File: config.mk
export PLATFORM = sky130hd
export DESIGN_NAME = imem_fetch_ctrl
export DESIGN_NICKNAME = d
export VERILOG_FILES = /design/src/rtl/imem_fetch_ctrl.sv
export SDC_FILE = /design/constraint.sdc
export NUM_CORES = 1
export LEC_CHECK = 0
export BUFFER_PORTS_ARGS = -buffer_cell sky130_fd_sc_hd__buf_4
export CORE_MARGIN = 10
export CORE_UTILIZATION = 34
export CTS_CLUSTER_SIZE = 40
export DETAILED_ROUTE_END_ITERATION = 10
export PLACE_DENSITY = 0.66
export SLEW_MARGIN = 20
export SYNTH_ARGS = -nofsm -noshare
export SYNTH_HDL_FRONTEND = slang
export SYNTH_SLANG_ARGS = --single-unit
File: constraint.sdc
create_clock -name clk -period 3.4 [get_ports clk]
set_clock_uncertainty 0.1 [all_clocks]
set_input_delay 0.51 -clock clk [delete_from_list [all_inputs] [get_ports clk]]
set_output_delay 0.51 -clock clk [all_outputs]
set_load 0.02 [all_outputs]
File: src/rtl/imem_fetch_ctrl.sv
// imem_fetch_ctrl
//   Instruction fetch sequencer for a single-cycle (combinational) read imem.
//   The block owns the PC and presents its word address to imem. Each cycle it
//   captures {pc, imem_dout} into a 2-entry FIFO that feeds decode over a
//   valid/ready handshake. Branch/jump redirects flush the FIFO and reload the
//   PC. A PC beyond the end of imem raises a sticky fault; the fault clears on
//   the next redirect.
//
// Ports
//   clk, reset_b        : clock (rising edge) / asynchronous active-low reset
//   start               : one-cycle pulse, IDLE -> RUN
//   imem_addr           : word address to imem (pc[IMEM_ADDR_WIDTH+1:2])
//   imem_dout           : instruction read for imem_addr in the same cycle
//   redirect_valid/_pc  : taken branch/jump and its target (bits [1:0] ignored)
//   out_valid/ready     : handshake to decode for the FIFO head
//   out_inst/out_pc     : head instruction and its PC (0 when empty)
//   fault               : sticky out-of-range fetch indication
//   fetch_cnt           : instructions pushed into the FIFO since reset

module imem_fetch_ctrl #(
  parameter int unsigned IMEM_DEPTH      = 1024,
  parameter int unsigned IMEM_ADDR_WIDTH = 10,
  parameter logic [31:0] RESET_PC        = 32'h0000_0000
) (
  input  logic                       clk,
  input  logic                       reset_b,
  input  logic                       start,
  output logic [IMEM_ADDR_WIDTH-1:0] imem_addr,
  input  logic [31:0]                imem_dout,
  input  logic                       redirect_valid,
  input  logic [31:0]                redirect_pc,
  output logic                       out_valid,
  input  logic                       out_ready,
  output logic [31:0]                out_inst,
  output logic [31:0]                out_pc,
  output logic                       fault,
  output logic [31:0]                fetch_cnt
);

  localparam logic [1:0] ST_IDLE  = 2'd0;
  localparam logic [1:0] ST_RUN   = 2'd1;
  localparam logic [1:0] ST_FAULT = 2'd2;

  localparam logic [31:0] DEPTH_W = 32'(IMEM_DEPTH);

  logic [1:0]  state_q, state_d;
  logic [31:0] pc_q, pc_d;
  logic [1:0]  cnt_q, cnt_d;
  logic [63:0] head_q, head_d;   // {pc, inst}
  logic [63:0] tail_q, tail_d;
  logic        fault_q, fault_d;
  logic [31:0] fetch_cnt_q, fetch_cnt_d;

  logic        in_range;
  logic        push;
  logic        pop;
  logic        flush;
  logic [31:0] target;
  logic [63:0] new_entry;

  // Word index compared against the depth; for a power-of-two depth this is
  // the same as requiring pc[31:IMEM_ADDR_WIDTH+2] to be zero.
  assign in_range  = ({2'b00, pc_q[31:2]} < DEPTH_W);
  assign target    = redirect_pc & ~32'h3;
  assign new_entry = {pc_q, imem_dout};

  assign imem_addr = pc_q[IMEM_ADDR_WIDTH+1:2];
  assign out_valid = (cnt_q != 2'd0);
  assign out_inst  = out_valid ? head_q[31:0]  : '0;
  assign out_pc    = out_valid ? head_q[63:32] : '0;
  assign fault     = fault_q;
  assign fetch_cnt = fetch_cnt_q;

  always_comb begin
    state_d     = state_q;
    pc_d        = pc_q;
    cnt_d       = cnt_q;
    head_d      = head_q;
    tail_d      = tail_q;
    fault_d     = fault_q;
    fetch_cnt_d = fetch_cnt_q;
    push        = 1'b0;
    pop         = 1'b0;
    flush       = 1'b0;

    case (state_q)
      ST_IDLE: begin
        if (redirect_valid) pc_d = target;
        if (start)          state_d = ST_RUN;
      end
      ST_RUN: begin
        if (redirect_valid) begin
          // A head handshake coinciding with a redirect is not a transfer.
          flush = 1'b1;
          pc_d  = target;
        end else begin
          pop = out_valid & out_ready;
          if (!in_range) begin
            fault_d = 1'b1;
            state_d = ST_FAULT;
          end else begin
            push = (cnt_q != 2'd2) | pop;
          end
        end
      end
      ST_FAULT: begin
        if (redirect_valid) begin
          flush   = 1'b1;
          pc_d    = target;
          fault_d = 1'b0;
          state_d = ST_RUN;
        end else begin
          pop = out_valid & out_ready;
        end
      end
      default: state_d = ST_IDLE;
    endcase

    if (flush) begin
      cnt_d = 2'd0;
    end else begin
      case ({push, pop})
        2'b10: begin
          if (cnt_q == 2'd0) head_d = new_entry;
          else               tail_d = new_entry;
          cnt_d = cnt_q + 2'd1;
        end
        2'b01: begin
          head_d = tail_q;
          cnt_d  = cnt_q - 2'd1;
        end
        2'b11: begin
          // Count is unchanged; the new entry lands behind whatever remains.
          if (cnt_q == 2'd1) begin
            head_d = new_entry;
          end else begin
            head_d = tail_q;
            tail_d = new_entry;
          end
        end
        default: ;
      endcase
    end

    if (push) begin
      pc_d        = pc_q + 32'd4;
      fetch_cnt_d = fetch_cnt_q + 32'd1;
    end
  end

  always_ff @(posedge clk or negedge reset_b) begin
    if (!reset_b) begin
      state_q     <= ST_IDLE;
      pc_q        <= RESET_PC;
      cnt_q       <= 2'd0;
      head_q      <= '0;
      tail_q      <= '0;
      fault_q     <= 1'b0;
      fetch_cnt_q <= '0;
    end else begin
      state_q     <= state_d;
      pc_q        <= pc_d;
      cnt_q       <= cnt_d;
      head_q      <= head_d;
      tail_q      <= tail_d;
      fault_q     <= fault_d;
      fetch_cnt_q <= fetch_cnt_d;
    end
  end

endmodule

==> reports/results.tsv <==
metric	value	unit
synth_seq_area_share	54.46	%
cpMaxStageDelayCell	dfrtp_1	
rsz0062_at_grt	false	
worst_ep_arrival_time	3.09	ns
dp_hpwl	14900	um
setup_viol	0	
endpoint_kind	flip-flop	
synth_warnings	0	
max-vdd-ir-drop	0.3027	mV
n_antenna_cell	0	
syn-instance-count	739	
drive_gt1_share	31.21	%
grt_pass1_wl	35100	um
rows	58	
cp.required	3.61	ns
crit_buf_inv	2	
path_max_fanout	40	
post_cts_buffers	0	
initial_core_util	34.83	%
fin_crit	2.890	ns
wirelength	21660	um
clock_latency	0.43	ns
grt_util_met2	21.10	%
synth_edf_count	0	
synth-seq-cells	192	
avgRoutedWirePerCell	17.47	um
synthTopCellsByArea	dfrtp_1 54%, mux2_1 10%, mux2_2 6.3%	
io_pins	177	
cp-startpoint	state_q[1]	
synthFlopType	dfrtp_1	
ys_types	49	
cts_tree	done	
cts.repair.resized	0	
cpPeakStageDelay	0.42	ns
critPathTopFamily	multiplexers	
fin_tns_setup	0	ns
outcome	finished, final reports clean	
worstReg2RegStart	state_q[1]	
num_vias	6043	
p_per_area	654.6	nW/um2
setup_slack	0.5105	ns
drtIter0Drc	355	
grt.total_usage	13.08	%
clock-sinks	192	
critPathLaunchType	flip-flop	
final_cell_mix	192 x dfrtp_1, 184 x buf_4, 79 x mux2_1	
antenna_found_initial	0	
place.gp.congestion	0.7819	
path_class	flip-flop to flip-flop	
r2r_slack	0.51	ns
cts_buffers	17	
yosysTopAreaCellShare	54.46	%
maxSlewViolCount	0	
leakagePower	5.393	nW
drc_errors	0	
power.total	0.007285	W
final_nets	975	
path_cells	inv_1 -> ha_1 -> nor4b_2 -> nand4_1 -> o41ai_2 -> buf_12 -> mux2_2 -> mux2_1	
grt_use_met3	3.536	%
htreeDepth	4	
worst_pin_slew	0.7002	ns
finalHoldViolCount	0	
worstHoldPathCells	3	
async_flop_share	100.0	%
worstRegToRegCells	8	
holdCritPathClass	input pin to flip-flop	
fmax	346.1	MHz
post-place-ws	0.5272	ns
cts_root_buf	clkbuf_16	
synth_top_area_cell	dfrtp_1	
syn_nets	817	
area_growth	26.15	%
drt.antenna.violating_nets	0	
cp-endpoint	head_q[20]	
die_x	181.1	um
die_y	181.1	um
clk_path_buf_depth	2	
slew_headroom	52.96	%
fin_crit_sh	84.99	%
use_met1	17.01	%
synth_area	8822	um2
io_buffers	174	
path_depth	8	
grt.overflow.total	0	
dr.pass1.iters	4	
clk_pin_slew_worst_paths	0.08	ns
die-area	32790	um2
grt-busiest-layer	met2	
max_cap_viol_count	0	
syn_area_per_cell	11.94	um2
r2r_end	head_q[20]	
hold_buffers	1	
final_common_cell	dfrtp_1	
coreArea	25330	um2
grt_max_degree	66	
grt_pass1_vias	6315	
vias_per_cell	4.873	
[registers in the layout, summed over array words and instances, names as in the netlist]
name       flops
head_q        63
tail_q        62
fetch_cnt     32
pc_q          30
cnt_q          2
state_q        2
fault          1
[stage by stage]
stage               std cells  instance area [um2]  util (%)  hold WS (ns)
floorplan                 739                 8822         -        0.1144
global placement         1207                10500     41.44        0.3621
detailed placement       1207                10500     41.45        0.3646
CTS                      1240                11130     43.94        0.1468
global route             1240                11130     43.94        0.1436
finish                   1240                11130     43.94        0.1619
[final cells by class]
| type | instances | area, um2 |
|---|---|---|
| clock buffers | 19 | 452.9 |
| flip-flops and latches | 192 | 4805 |
| fillers | 2402 | 14200 |
| inverters | 9 | 33.78 |
| repair buffers | 190 | 1485 |
| multi-input cells | 487 | 3772 |
| well taps | 330 | 412.9 |
| clock inverters | 13 | 167.7 |
[routing by layer]
metal | vias up | share of wire [%]
li1 | 2882 | -
met1 | 2994 | 46
met2 | 153 | 48
met3 | 14 | 5.5
met4 | 0 | 0.99
met5 | - | 0
[tightest hold or removal path, stage by stage]
cell and delay [ns]:
buf_4 0.07, nand2_1 0.04, nand2_1 0.04
[cell usage after synthesis (2+ instances only)]
cell / number
mux2i_1: 2
buf_4: 11
nor2_1: 12
o211ai_1: 3
a211oi_1: 4
mux2_2: 49
inv_1: 9
nand4_1: 25
nor4_2: 3
nand2b_1: 4
mux2_1: 79
a22o_1: 20
or3_1: 4
nand3_1: 16
o22ai_1: 2
clkbuf_1: 24
o21ai_0: 4
buf_1: 3
xnor2_1: 29
nor4_1: 5
a32oi_1: 4
a21oi_1: 6
nand2_1: 76
nor2b_1: 66
a31oi_1: 2
and3_1: 6
dfrtp_1: 192
and2_1: 27
ha_1: 9
and4_1: 6
xor2_1: 3
buf_2: 13
nor3_1: 5
[logic make-up (layout without fill, tap and decap cells)]
family                     after synthesis  in the layout  share of synthesized area, %
AOI/OAI and AO/OA                       55             55                         4.836
xor gates and xnor gates                32             32                         3.177
adders and majority gates                9              9                         1.276
buffers and inverters                   60            231                         3.205
DFF                                    192            192                         54.46
muxes                                  130            130                         16.57
and+or+nand+nor                        261            261                         16.48
[report_power, final]
| part | leakage, nW | internal (W) | switching [W] |
|---|---|---|---|
| sequential | 2.54 | 0.00266 | 0.000257 |
| clock | 0.307 | 0.00116 | 0.000952 |
| combinational | 2.55 | 0.000989 | 0.00127 |
[worst min-delay path by stage]
stage	start	endpoint	slack [ns]
finish	redirect_pc[17]	pc_q[17]	0.16
global route	redirect_pc[17]	pc_q[17]	0.14
CTS	redirect_pc[17]	pc_q[17]	0.15
detailed placement	pc_q[29]	pc_q[29]	0.36
global placement	pc_q[29]	pc_q[29]	0.36
floorplan	reset_b	cnt_q[0]	0.11
(Power assumes the default switching activity.)
